$ cat src/rtl/ifft_pingpong_ctrl.sv
// Ping-pong bank scheduler for the 16-point IFFT: steers upstream samples into two
// sample banks and launches the IFFT core on each full bank, reading the opposite one.
module ifft_pingpong_ctrl #(
    parameter int N_POINTS = 16,
    parameter int ADDR_W   = 4,
    parameter int FCNT_W   = 8
) (
    input  logic              clk,
    input  logic              rst_n,
    input  logic              in_valid,
    output logic              in_ready,
    output logic              wr_en,
    output logic              wr_bank,
    output logic [ADDR_W-1:0] wr_addr,
    output logic              ifft_start,
    input  logic              ifft_done,
    output logic              mux_sel,
    output logic [FCNT_W-1:0] frame_cnt,
    output logic              proto_err
);

    typedef enum logic [1:0] {
        IDLE  = 2'd0,
        START = 2'd1,
        BUSY  = 2'd2
    } state_t;

    state_t              state_reg, state_next;
    logic                wr_bank_reg;
    logic                rd_bank_reg;
    logic [ADDR_W-1:0]   wr_addr_reg;
    logic [1:0]          full_reg, full_next;
    logic                mux_sel_reg;
    logic                start_reg;
    logic [FCNT_W-1:0]   frame_cnt_reg;
    logic                proto_err_reg;

    logic                last_sample;
    logic                fill;
    logic                launch;
    logic                clear;

    assign in_ready    = ~full_reg[wr_bank_reg];
    assign wr_en       = in_valid & in_ready;
    assign wr_bank     = wr_bank_reg;
    assign wr_addr     = wr_addr_reg;
    assign ifft_start  = start_reg;
    assign mux_sel     = mux_sel_reg;
    assign frame_cnt   = frame_cnt_reg;
    assign proto_err   = proto_err_reg;

    assign last_sample = (wr_addr_reg == ADDR_W'(N_POINTS - 1));
    assign fill        = wr_en & last_sample;

    always_comb begin
        state_next = state_reg;
        launch     = 1'b0;
        clear      = 1'b0;
        case (state_reg)
            IDLE: begin
                if (full_reg[rd_bank_reg]) begin
                    launch     = 1'b1;
                    state_next = START;
                end
            end
            START: state_next = BUSY;
            BUSY: begin
                if (ifft_done) begin
                    clear      = 1'b1;
                    state_next = IDLE;
                end
            end
            default: state_next = IDLE;
        endcase
    end

    // Fill and clear always target different banks, so both may land on one edge.
    generate
        for (genvar gi = 0; gi < 2; gi++) begin : g_full
            assign full_next[gi] = (full_reg[gi] | (fill & (wr_bank_reg == 1'(gi))))
                                 & ~(clear & (rd_bank_reg == 1'(gi)));
        end
    endgenerate

    always_ff @(posedge clk or negedge rst_n) begin
        if (!rst_n) begin
            state_reg     <= IDLE;
            wr_bank_reg   <= 1'b0;
            rd_bank_reg   <= 1'b0;
            wr_addr_reg   <= '0;
            full_reg      <= 2'b00;
            mux_sel_reg   <= 1'b0;
            start_reg     <= 1'b0;
            frame_cnt_reg <= '0;
            proto_err_reg <= 1'b0;
        end else begin
            state_reg <= state_next;
            full_reg  <= full_next;
            start_reg <= launch;
            if (launch) begin
                mux_sel_reg <= rd_bank_reg;
            end
            if (clear) begin
                rd_bank_reg   <= ~rd_bank_reg;
                frame_cnt_reg <= frame_cnt_reg + FCNT_W'(1);
            end
            // A completion with no frame in flight is a protocol violation.
            if (ifft_done && (state_reg != BUSY)) begin
                proto_err_reg <= 1'b1;
            end
            if (wr_en) begin
                if (last_sample) begin
                    wr_addr_reg <= '0;
                    wr_bank_reg <= ~wr_bank_reg;
                end else begin
                    wr_addr_reg <= wr_addr_reg + ADDR_W'(1);
                end
            end
        end
    end

endmodule

$ cat config.mk
export PLATFORM = sky130hd
export DESIGN_NAME = ifft_pingpong_ctrl
export DESIGN_NICKNAME = d
export VERILOG_FILES = /design/src/rtl/ifft_pingpong_ctrl.sv
export SDC_FILE = /design/constraint.sdc
export NUM_CORES = 1
export LEC_CHECK = 0
export ABC_AREA = 1
export CAP_MARGIN = 0
export CORE_UTILIZATION = 43
export CTS_CLUSTER_SIZE = 8
export DETAILED_ROUTE_END_ITERATION = 8
export HOLD_SLACK_MARGIN = 0.12
export MAX_ROUTING_LAYER = met4
export PLACE_DENSITY = 0.78
export SLEW_MARGIN = 10
export SYNTH_ARGS = -nofsm -noshare
export SYNTH_HDL_FRONTEND = slang
export SYNTH_SLANG_ARGS = --single-unit
$ cat constraint.sdc
create_clock -name clk -period 1.3 [get_ports clk]
set_input_delay 0.195 -clock clk [delete_from_list [all_inputs] [get_ports clk]]
set_output_delay 0.195 -clock clk [all_outputs]
set_load 0.005 [all_outputs]
Word level (Yosys, flattened, before mapping) --
Cells that the tools add are included.
Cells by class: add/sub/neg operators 2, multiply operators 0, div/mod/pow operators 0, $lt $le $gt $ge 2, eq/ne operators 6, shift-type cells 0, multiplexer cells 12, bitwise operators 15, reductions and logical operators 4
Operators with widths (number):
- $add A8 B1 Y8 const B | 1
- $and A1 B1 Y1 | 8
- $mux W1 | 8
- $ne A2 B2 Y1 const B | 3
- $pmux W2 S3 | 1
- $not A1 Y1 | 5
- $add A4 B1 Y4 const B | 1
- $eq A4 B4 Y1 const B | 1
- $lt A1 B2 Y1 const B | 2
- $mux W2 | 2
- $mux W4 | 1
- $reduce_and A2 Y1 | 2
- $eq A2 B1 Y1 const B | 1
- $eq A2 B2 Y1 const B | 1
- $logic_not A2 Y1 | 1
- $or A1 B1 Y1 | 2
- $logic_and A1 B1 Y1 | 1
Storage, ports and cells: flip-flop bits (word level) 21, latch bits 0, memory bits (writable) 0, memory bits (read-only) 0, input port bits 4, logic and storage cells 50, memories 0

Longest topological paths before layout --
depth in word-level cells 8, mapped depth 7, gate-level depth less buffers 7

Least setup slack after synthesis --
No wires, ideal clock.
path kind register to register, from reg wr_addr_reg[0] (netlist: wr_addr[0]), to reg wr_addr_reg[0] (netlist: wr_addr[0]), arrival time 1118 ps, required time 1217 ps, slack 99 ps, cell stages (with the launch flop) 6, path through dfrtp_1 ha_1 nand2_1 nor2_1 or2_2 o21ai_0
Between the ends: cells in the longest elaborated chain, start to end 2, elaborated cells between the ends (all ways) 3
Ends and longest elaborated chain:
- start, declared | RTL line 31 | logic [ADDR_W-1:0] wr_addr_reg;
- start signal, assigned | RTL line 116 | wr_addr_reg <= wr_addr_reg + ADDR_W'(1);
- $add A4 B1 Y4 or $eq A4 B4 Y1 (tied branches) | RTL line 116, 52
- $mux W4 (*) | RTL line 112 | if (last_sample) begin
Every way passes the cells marked *; elsewhere a longest branch is shown, timed or not. A chain may end at the register's enable or synchronous reset.

Worst setup path in the final report --
from reg full_reg[0], to out wr_en
Between the ends: cells in the longest elaborated chain, start to end 4
Ends and longest elaborated chain:
- start, declared | RTL line 32 | logic [1:0] full_reg, full_next;
- start signal, assigned | RTL line 98 | full_reg <= full_next;
- $mux W1 (not written as such) (2 in a row) | RTL line 43 | assign in_ready = ~full_reg[wr_bank_reg];
- $not A1 Y1 | RTL line 43
- $and A1 B1 Y1 | RTL line 44 | assign wr_en = in_valid & in_ready;
- end, declared | RTL line 12 | output logic wr_en,
No other way between the ends. The select of a mux whose other input is x is not followed.

==> results.md <==
* Commonest non-fill, non-tap cell in the layout: buf_4
* Combinational share of power at 54.5%
* Post-synth EDFFs at 0
* Max frequency at 0.752 GHz
* Worst-path clk slew at 0.12 ns
* TritonCTS clock tree: built
* Pint at 1.88 mW
* Slew @ Worst Pin at 0.269 ns
* Failing checks: setup timing
* VDD IR max at 0.00157 V
* Port bufs at 21
* Commonest non-fill, non-tap cells in the layout: buf_4, nand2_1, dfrtp_1
* H-tree levels at 1
* DR vias at 864
* Die Ht at 49.8 µm
* Placed Area at 1300 µm²
* P_leak at 0.777 nW
* Worst Skew at 0.0108 ns
* Synth Warn # at 0
* Ports at 22
* DRT Pass-1 Iters at 4
* Utilization after layout at 71.7%
* Maximum number of pins on one net before global-route repair at 22
* Syn Inst Count at 107
* DRT iter0 DRCs at 15
* Cell area after layout at 1480 µm²
* Diodes inserted at 0
* Ranking of synthesized cells by area: dfrtp_1, nand2_1, inv_1, xor2_1, xnor2_1
* Ys async rst share at 100%
* Worst EP arrival at 1.14 ns
* Crit Path Category: flop to output pin
* Std-Cell Rows at 16
* Area Overhead vs Synth at 50.6%
* GR Overflow Total at 0
* Clock latency on the worst-skew pair at 0.31 ns
* CTS root buf: clkbuf_4
* Final Cycle Share at 102%
* Die area at 2480 µm²
* Status: finished with violations
* Critical R2R Launch: wr_addr[1]
* Worst endpoint required time at 1.11 ns
* First-pass GRT wire length at 3.58 mm
* Initial Utilization at 47.6%
* Psw at 1.13 mW
* Cell variety after synth at 19
* Crit start category: flop
* Drt drc at 0
* CP startpoint: full_reg[0]
* Antenna violations before repair at 0
* Vias per Instance at 4.62
* Min-Delay Path Class: primary input to asynchronous set/reset pin
* Placeable Area at 2060 µm²
* Largest register FFs at 8
* Sw Share at 37.6%
* Yosys top cell area share at 53.5%
* Ys flop type: dfrtp_1
* DP HPWL at 1.34 mm
* Fin. Hold Viols at 0
* Final Max Tran Viols at 0
* Setup violations, final at 2
* Cell area power density at 2030 nW/µm²
* Setup TNS at -0.0308 ns
* Fin crit period at 1.33 ns
* Drt wl/cell at 11.6 µm
* PnR worst setup slack at -0.0304 ns
* Die Wd at 49.8 µm
* Nets at 167
* Clock power frac at 10.6%
* TritonCTS buffer count at 3
* Register bit total from synthesis at 21
* GRT Resource Usage Total at 20.0%
* Mapped Nets at 113
* Number of max-cap violations at 0
* Fillcell total at 159
* Synth area leader: dfrtp_1
* Dpl ws at -0.242 ns
* Max clock buf depth at 2
* Mapped cell area at 982 µm²
* Post-Route WL at 2.17 mm
* DRT antenna net count at 0
* Post-synthesis area per instance at 9.18 µm²
* Gpl congestion at 0.770
* CP Capture Type: output pin
* CP max FO at 3
* Clock sink count at 21
* Vias in the first global route at 829
* Share of cells above drive strength 1 at 33.1%
* Post-synthesis sequential area ratio at 53.5%
* RSZ-0062 raised after global routing: yes
* Flop pwr share at 34.9%
* Max_slew headroom at 82.1%
-- power groups by stage --
stage | registers, mW | logic, mW | clock network [mW]
after floorplan | 1.09 | 0.579 | 0
after CTS | 1.02 | 1.49 | 0.320
final | 1.05 | 1.64 | 0.320
after global routing | 1.07 | 1.82 | 0.360
after global placement | 1.09 | 1.22 | 0
after detailed placement | 1.10 | 1.26 | 0
-- layer usage --
metal / track usage [%] / vias to the layer above / share of wire, %
met2: 31.1 / 18 / 48
met1: 25.7 / 400 / 47
met3: 2.78 / 6 / 3.1
met5: - / - / 0
li1: - / 440 / -
met4: 10.0 / 0 / 1.9
-- kinds of logic after synthesis --
family                   Yosys count  share of synthesized area [%]
AND/OR/NAND/NOR                   47                           23.9
flip-flops                        21                           53.5
XOR/XNOR                           8                           7.13
buffers and inverters             19                           7.26
AO/OA/AOI/OAI                     10                           5.60
adder cells (fa/ha/maj)            2                           2.55
-- synth_stat cells, drive strengths merged (2+ instances only) --
| library cell | n |
|---|---|
| a21oi | 3 |
| ha | 2 |
| nand2 | 29 |
| inv | 19 |
| nand4 | 3 |
| xnor2 | 3 |
| dfrtp | 21 |
| nand3 | 6 |
| nor2 | 6 |
| o21ai | 5 |
| or2 | 2 |
| xor2 | 5 |
-- critical path, cell delays in order, from the launching register on --
cell     delay (ns)
dfrtp_1        0.40
inv_1          0.09
nand2_2        0.07
nand2_4        0.07
nand2_4        0.05
inv_2          0.04
buf_2          0.10
-- through the flow --
stage          hold WS (ns)  total power [mW]  cells
3_5_place_dp          0.449              2.36    165
2_1_floorplan        -0.101              1.67    107
4_1_cts               0.228              2.84    186
6_report              0.211              3.01    187
3_3_place_gp          0.440              2.30    165
5_1_grt               0.228              3.25    187
-- timing repair --
action,in CTS,in global routing
setup buffers,17,2
pin swaps,2,4
resized for setup,30,13
hold buffers,0,0
endpoints found under the setup margin,18,10
-- cell type report --
type | count | area, µm² | area share, %
tap | 27 | 33.8 | 2.28
inverter | 19 | 71.3 | 4.82
multi-input combinational | 67 | 429 | 29.0
clock inverter | 1 | 5.00 | 0.338
sequential | 21 | 526 | 35.5
clock buffer | 3 | 22.5 | 1.52
timing repair buffer | 49 | 392 | 26.5
-- final timing paths --
kind / slack (ns) / cells past startpoint / endpoint
setup reg to reg: 0 / 6 / wr_addr[0]
hold / removal: 0.21 / 2 / rd_bank_reg
hold reg to reg: 0.47 / 1 / proto_err
setup / recovery: -0.03 / 6 / wr_en
min in group clk: 0.47 / 1 / proto_err
max in group asynchronous: 0.87 / 2 / wr_addr[2]
Note: power is estimated with default switching activity, not from simulation.
==> edit 1 (same flow settings) <==
`ADDR_W`: 4 -> 5.
--- a/src/rtl/ifft_pingpong_ctrl.sv
+++ b/src/rtl/ifft_pingpong_ctrl.sv
@@ -2,7 +2,7 @@
 // sample banks and launches the IFFT core on each full bank, reading the opposite one.
 module ifft_pingpong_ctrl #(
     parameter int N_POINTS = 16,
-    parameter int ADDR_W   = 4,
+    parameter int ADDR_W   = 5,
     parameter int FCNT_W   = 8
 ) (
     input  logic              clk,
Ports: changed (resized wr_addr); port bits go from 22 to 23. No check against the original RTL was run, so the function may have changed too.
==> edit 1 against the unedited design <==
The flow still finishes with violations (negative setup slack). Power fell by 4.6%. Register-to-register slack improved by 60 ps. Combinational power shrank 9%. Design area up 2.9%. Synthesized area increased by 7.3%. Synthesized cell count is 9.3% higher. Wire length increased by 5.7%. Sequential cell count rose by 1. Setup slack improved by 20 ps. Critical path depth is 1 lower. Worst hold slack better by 17 ps.
==> edit 1: results (changes against the unedited design) <==
Place
  – Hpwl dp: 1.47 mm (was 1.34 mm)
  – Port Buffers: 22 (was 21)
  – Placer congestion estimate: 0.810 (was 0.770)
  – Placement Cell Area: 1350 sq um (was 1300 sq um)
  – Post-place setup slack: -249 ps (was -242 ps)

STA
  – Worst Max-Slew Pin Slew: 347 ps (was 269 ps)
  – Setup violations, final: 2 (unchanged)
  – Post-Route Setup TNS: -19.2 ps (was -30.8 ps)
  – Post-route setup slack: -10.3 ps (was -30.4 ps)

Status
  – Outcome: finished, violations left (unchanged)
  – Failing checks: negative setup slack (unchanged)

Worst setup path
  – Worst EP arrival: 1120 ps (was 1140 ps)

Detailed routing
  – Routed WL: 2.29 mm (was 2.17 mm)
  – DR iter-0 viols: 10 (was 15)
  – DRT Pass-1 Iters: 6 (was 4)

Power and ir drop
  – Peak supply drop: 1090 uV (was 1570 uV)
  – Pwr/cell area: 1890 nW/um^2 (was 2030 nW/um^2)
  – Clk. pwr: 300 uW (was 320 uW)
  – Sw Share: 0.364 (was 0.376)
  – Pleak: 0.827 nW (was 0.777 nW)

Layout
  – Final nets: 175 (was 167)

Yosys
  – List of most frequent post-synthesis cells: nand2_1 (28), dfrtp_1 (22), inv_1 (16), nor2_1 (9), nand3_1 (7) (was nand2_1 (27), dfrtp_1 (21), inv_1 (19))
  – Cells after Synth: 117 (was 107)
  – Sequential-to-total area share from yosys stat: 0.523 (was 0.535)

Global routing
  – Vias in the first global route: 906 (was 829)
  – Gr usage total: 0.201 (was 0.200)
[edit 1: logic make-up (layout without fill, tap and decap cells)]
| family | Yosys count | after routing | share of synthesized area |
|---|---|---|---|
| AND/OR/NAND/NOR | 56 | 56 | 0.262 |
| XOR/XNOR | 7 | 7 | 0.0582 |
| buffers and inverters | 20 | 70 | 0.0748 |
| adder cells (fa/ha/maj) | 2 | 2 | 0.0237 |
| AO/OA/AOI/OAI | 10 | 10 | 0.0582 |
| flip-flops | 22 | 22 | 0.523 |
[edit 1: area by class of cell]
| class | count | area (sq um) | area share |
|---|---|---|---|
| clock buffers | 3 | 22.5 | 0.0148 |
| multi-input cells | 75 | 454 | 0.299 |
| well taps | 28 | 35.0 | 0.0230 |
| repair buffers | 48 | 387 | 0.254 |
| flip-flops and latches | 22 | 552 | 0.363 |
| inverters | 19 | 71.3 | 0.0469 |
[edit 1: path summary, 6_finish.rpt]
| check | depth (start not counted) | start | to | slack (ps) |
|---|---|---|---|---|
| min reg2reg | 1 | proto_err | proto_err | 460 |
| max reg2reg | 6 | frame_cnt[1] | frame_cnt[4] | 60 |
| min in group clk | 1 | proto_err | proto_err | 460 |
| max | 5 | wr_bank | wr_en | -10 |
| min | 2 | rst_n | frame_cnt[4] | 230 |
| max in group asynchronous | 2 | rst_n | wr_addr[0] | 830 |
[edit 1: timing repair]
action	in CTS	in global routing
gates resized for setup	31	10
endpoints found under the setup margin	19	9
setup buffers	15	4
pin swaps	1	2
[edit 1: per-layer routing]
metal | track usage | vias up | share of wire
met4 | 0.0946 | 0 | 0.018
met3 | 0.0351 | 7 | 0.058
met2 | 0.329 | 35 | 0.47
li1 | - | 467 | -
met5 | - | - | 0
met1 | 0.241 | 413 | 0.46
==> edit 2 (config.mk and constraints unchanged) <==
Made on the original files. The 3 states of `state_t` get a one-hot encoding in 3 bits.
--- a/src/rtl/ifft_pingpong_ctrl.sv
+++ b/src/rtl/ifft_pingpong_ctrl.sv
@@ -19,10 +19,10 @@
     output logic              proto_err
 );
 
-    typedef enum logic [1:0] {
-        IDLE  = 2'd0,
-        START = 2'd1,
-        BUSY  = 2'd2
+    typedef enum logic [2:0] {
+        IDLE  = 3'b001,
+        START = 3'b010,
+        BUSY  = 3'b100
     } state_t;
 
     state_t              state_reg, state_next;
Check against the original RTL: same outputs for any inputs over 10 cycles, from zero or initial values and one cycle with rst_n low; not proved beyond that.
==> edit 2 against the unedited design <==
Synthesized area rose by 12%. Wire length is 22% higher. Largest power group unchanged. Power fell by 11%. Setup slack got worse by 63 ps. Clock skew shrank 8.8 ps. Design area up 12%. Final cell count up 15%. The flow still finishes with violations (negative setup slack). Sequential share of layout area down 2.2 points. Sequential cell count up 1.
==> edit 2: results (changes against the unedited design) <==
Yosys
  – Yosys cell types: 24 (was 19)
  – Sequential-to-total area share from yosys stat: 0.503 (was 0.535)
  – List of most frequent post-synthesis cells: nand2_1 (40), dfrtp_1 (21), inv_1 (14), o21ai_1 (10), nor2_1 (6) (was nand2_1 (27), dfrtp_1 (21), inv_1 (19))
  – Yosys Warn Count: 0 (unchanged)
  – Syn nets: 135 (was 113)
  – Top cells by area, synth: dfrtp_1 (48%), nand2_1 (14%), inv_1 (4.8%) (was dfrtp_1 (54%), nand2_1 (10%), inv_1 (7.3%))
  – Post-synth ARST share: 1.00 (unchanged)

Worst setup path
  – Worst Setup SP: wr_bank (was full_reg[0])
  – Crit Path Max Fanout: 3 (unchanged)
  – Worst EP arrival: 1200 ps (was 1140 ps)
  – Slowest Stage Delay on Critical Path: 430 ps (was 400 ps)

Min path
  – Hold Path Class: in -> async (unchanged)

Place
  – Port Buffers: 21 (unchanged)
  – Placer congestion estimate: 0.750 (was 0.770)
  – Hpwl dp: 1.67 mm (was 1.34 mm)

Global routing
  – First-pass GRT wire length: 4.22 mm (was 3.58 mm)
  – Vias in the first global route: 987 (was 829)
  – Gr usage total: 0.220 (was 0.200)
  – Initial antenna violation count: 0 (unchanged)
  – Pin count of the biggest net entering global routing: 23 (was 22)

Detailed routing
  – Vias: 1059 (was 864)
  – DRT Pass-1 Iters: 4 (unchanged)
  – DR iter-0 viols: 19 (was 15)
  – Routed WL: 2.65 mm (was 2.17 mm)

Power and ir drop
  – Pleak: 0.867 nW (was 0.777 nW)
  – Peak supply drop: 1030 uV (was 1570 uV)

Layout
  – Final nets: 194 (was 167)
  – Antenna Cells: 0 (unchanged)
  – Max FFs per register: 8 (unchanged)
  – FILL cells: 191 (was 159)
  – Layout cells sized above 1: 0.353 (was 0.331)

STA
  – Slew margin rel.: 0.799 (was 0.821)
  – Setup violations, final: 4 (was 2)
  – Skew final: 2.06 ps (was 10.8 ps)
  – Post-route setup slack: -93.4 ps (was -30.4 ps)

Clock network
  – CTS buffer count: 3 (unchanged)
  – Clk_lat worst skew: 290 ps (was 310 ps)
  – CTS root buf: clkbuf_4 (unchanged)
  – Clock-pin slew on the worst setup and hold paths: 110 ps
  – CTS Buffer Depth: 2 (unchanged)

Status
  – Failing checks: negative setup slack (unchanged)
  – Outcome: finished, violations left (unchanged)
## edit 2: repair_timing
| item | 4_1_cts | 5_1_grt |
|---|---|---|
| endpoints found under the setup margin | 18 | 8 |
| endpoints found under the hold margin | 0 | 0 |
| hold buffers | 0 | 0 |
| pin swaps | 4 | 3 |
| gates resized for setup | 32 | 15 |
| cloned | 0 | 0 |
| setup buffers | 20 | 5 |
## edit 2: final cells by class
cell class / count / area share
Clock buffer: 4 / 0.0158
Timing Repair Buffer: 55 / 0.291
Tap cell: 28 / 0.0211
Sequential cell: 22 / 0.333
Multi-Input combinational cell: 87 / 0.296
Inverter: 19 / 0.0430
## edit 2: final timing paths
check | to | slack (ps) | depth (start not counted)
worst max-delay path | wr_en | -90 | 7
worst min-delay path | proto_err | 230 | 2
worst max register to register | full_reg[0] | -70 | 9
worst min register to register | proto_err | 480 | 1
max in group asynchronous | state_reg[0] | 850 | 2
min in group clk | proto_err | 480 | 1
## edit 2: cell families (layout without fill, tap and decap cells)
logic type               count (synthesis)  in the layout  share of synthesized area
XOR/XNOR                                 4              4                     0.0319
adder cells (fa/ha/maj)                  2              2                     0.0228
AO/OA/AOI/OAI                           13             13                     0.0616
AND/OR/NAND/NOR                         68             68                      0.306
flip-flops                              22             22                      0.503
buffers and inverters                   20             78                     0.0753
## edit 2: stage by stage
| stage | setup slack [ps] | cell area, sq um | std cells | utilization | TNS, ps |
|---|---|---|---|---|---|
| 2_1_floorplan | 191 | 1100 | 129 | - | 0 |
| 3_3_place_gp | -209 | 1420 | 187 | 0.618 | -805 |
| 3_5_place_dp | -220 | 1420 | 187 | 0.618 | -1000 |
| 4_1_cts | -112 | 1590 | 210 | 0.691 | -132 |
| 5_1_grt | -177 | 1660 | 215 | 0.722 | -563 |
| 6_report | -93.4 | 1660 | 215 | 0.722 | -234 |
## edit 2: critical path: cells and delay by family (launching register included)
| kind | cells | cell delay [ps] |
|---|---|---|
| buffers and inverters | 4 | 320 |
| AND/OR/NAND/NOR | 3 | 160 |
| flip-flops | 1 | 430 |
## edit 2: routing by layer
layer	track usage	up-vias	part of all wire
li1	-	524	-
met1	0.236	513	0.40
met2	0.411	20	0.56
met3	0.0261	2	0.038
met4	0.0789	0	0.0049
met5	-	-	0
## edit 2: report_power, final
| part | total [mW] | switching [mW] | internal, mW |
|---|---|---|---|
| Sequential | 1.02 | 0.128 | 0.896 |
| Clock | 0.309 | 0.190 | 0.119 |
| Combinational | 1.34 | 0.651 | 0.688 |
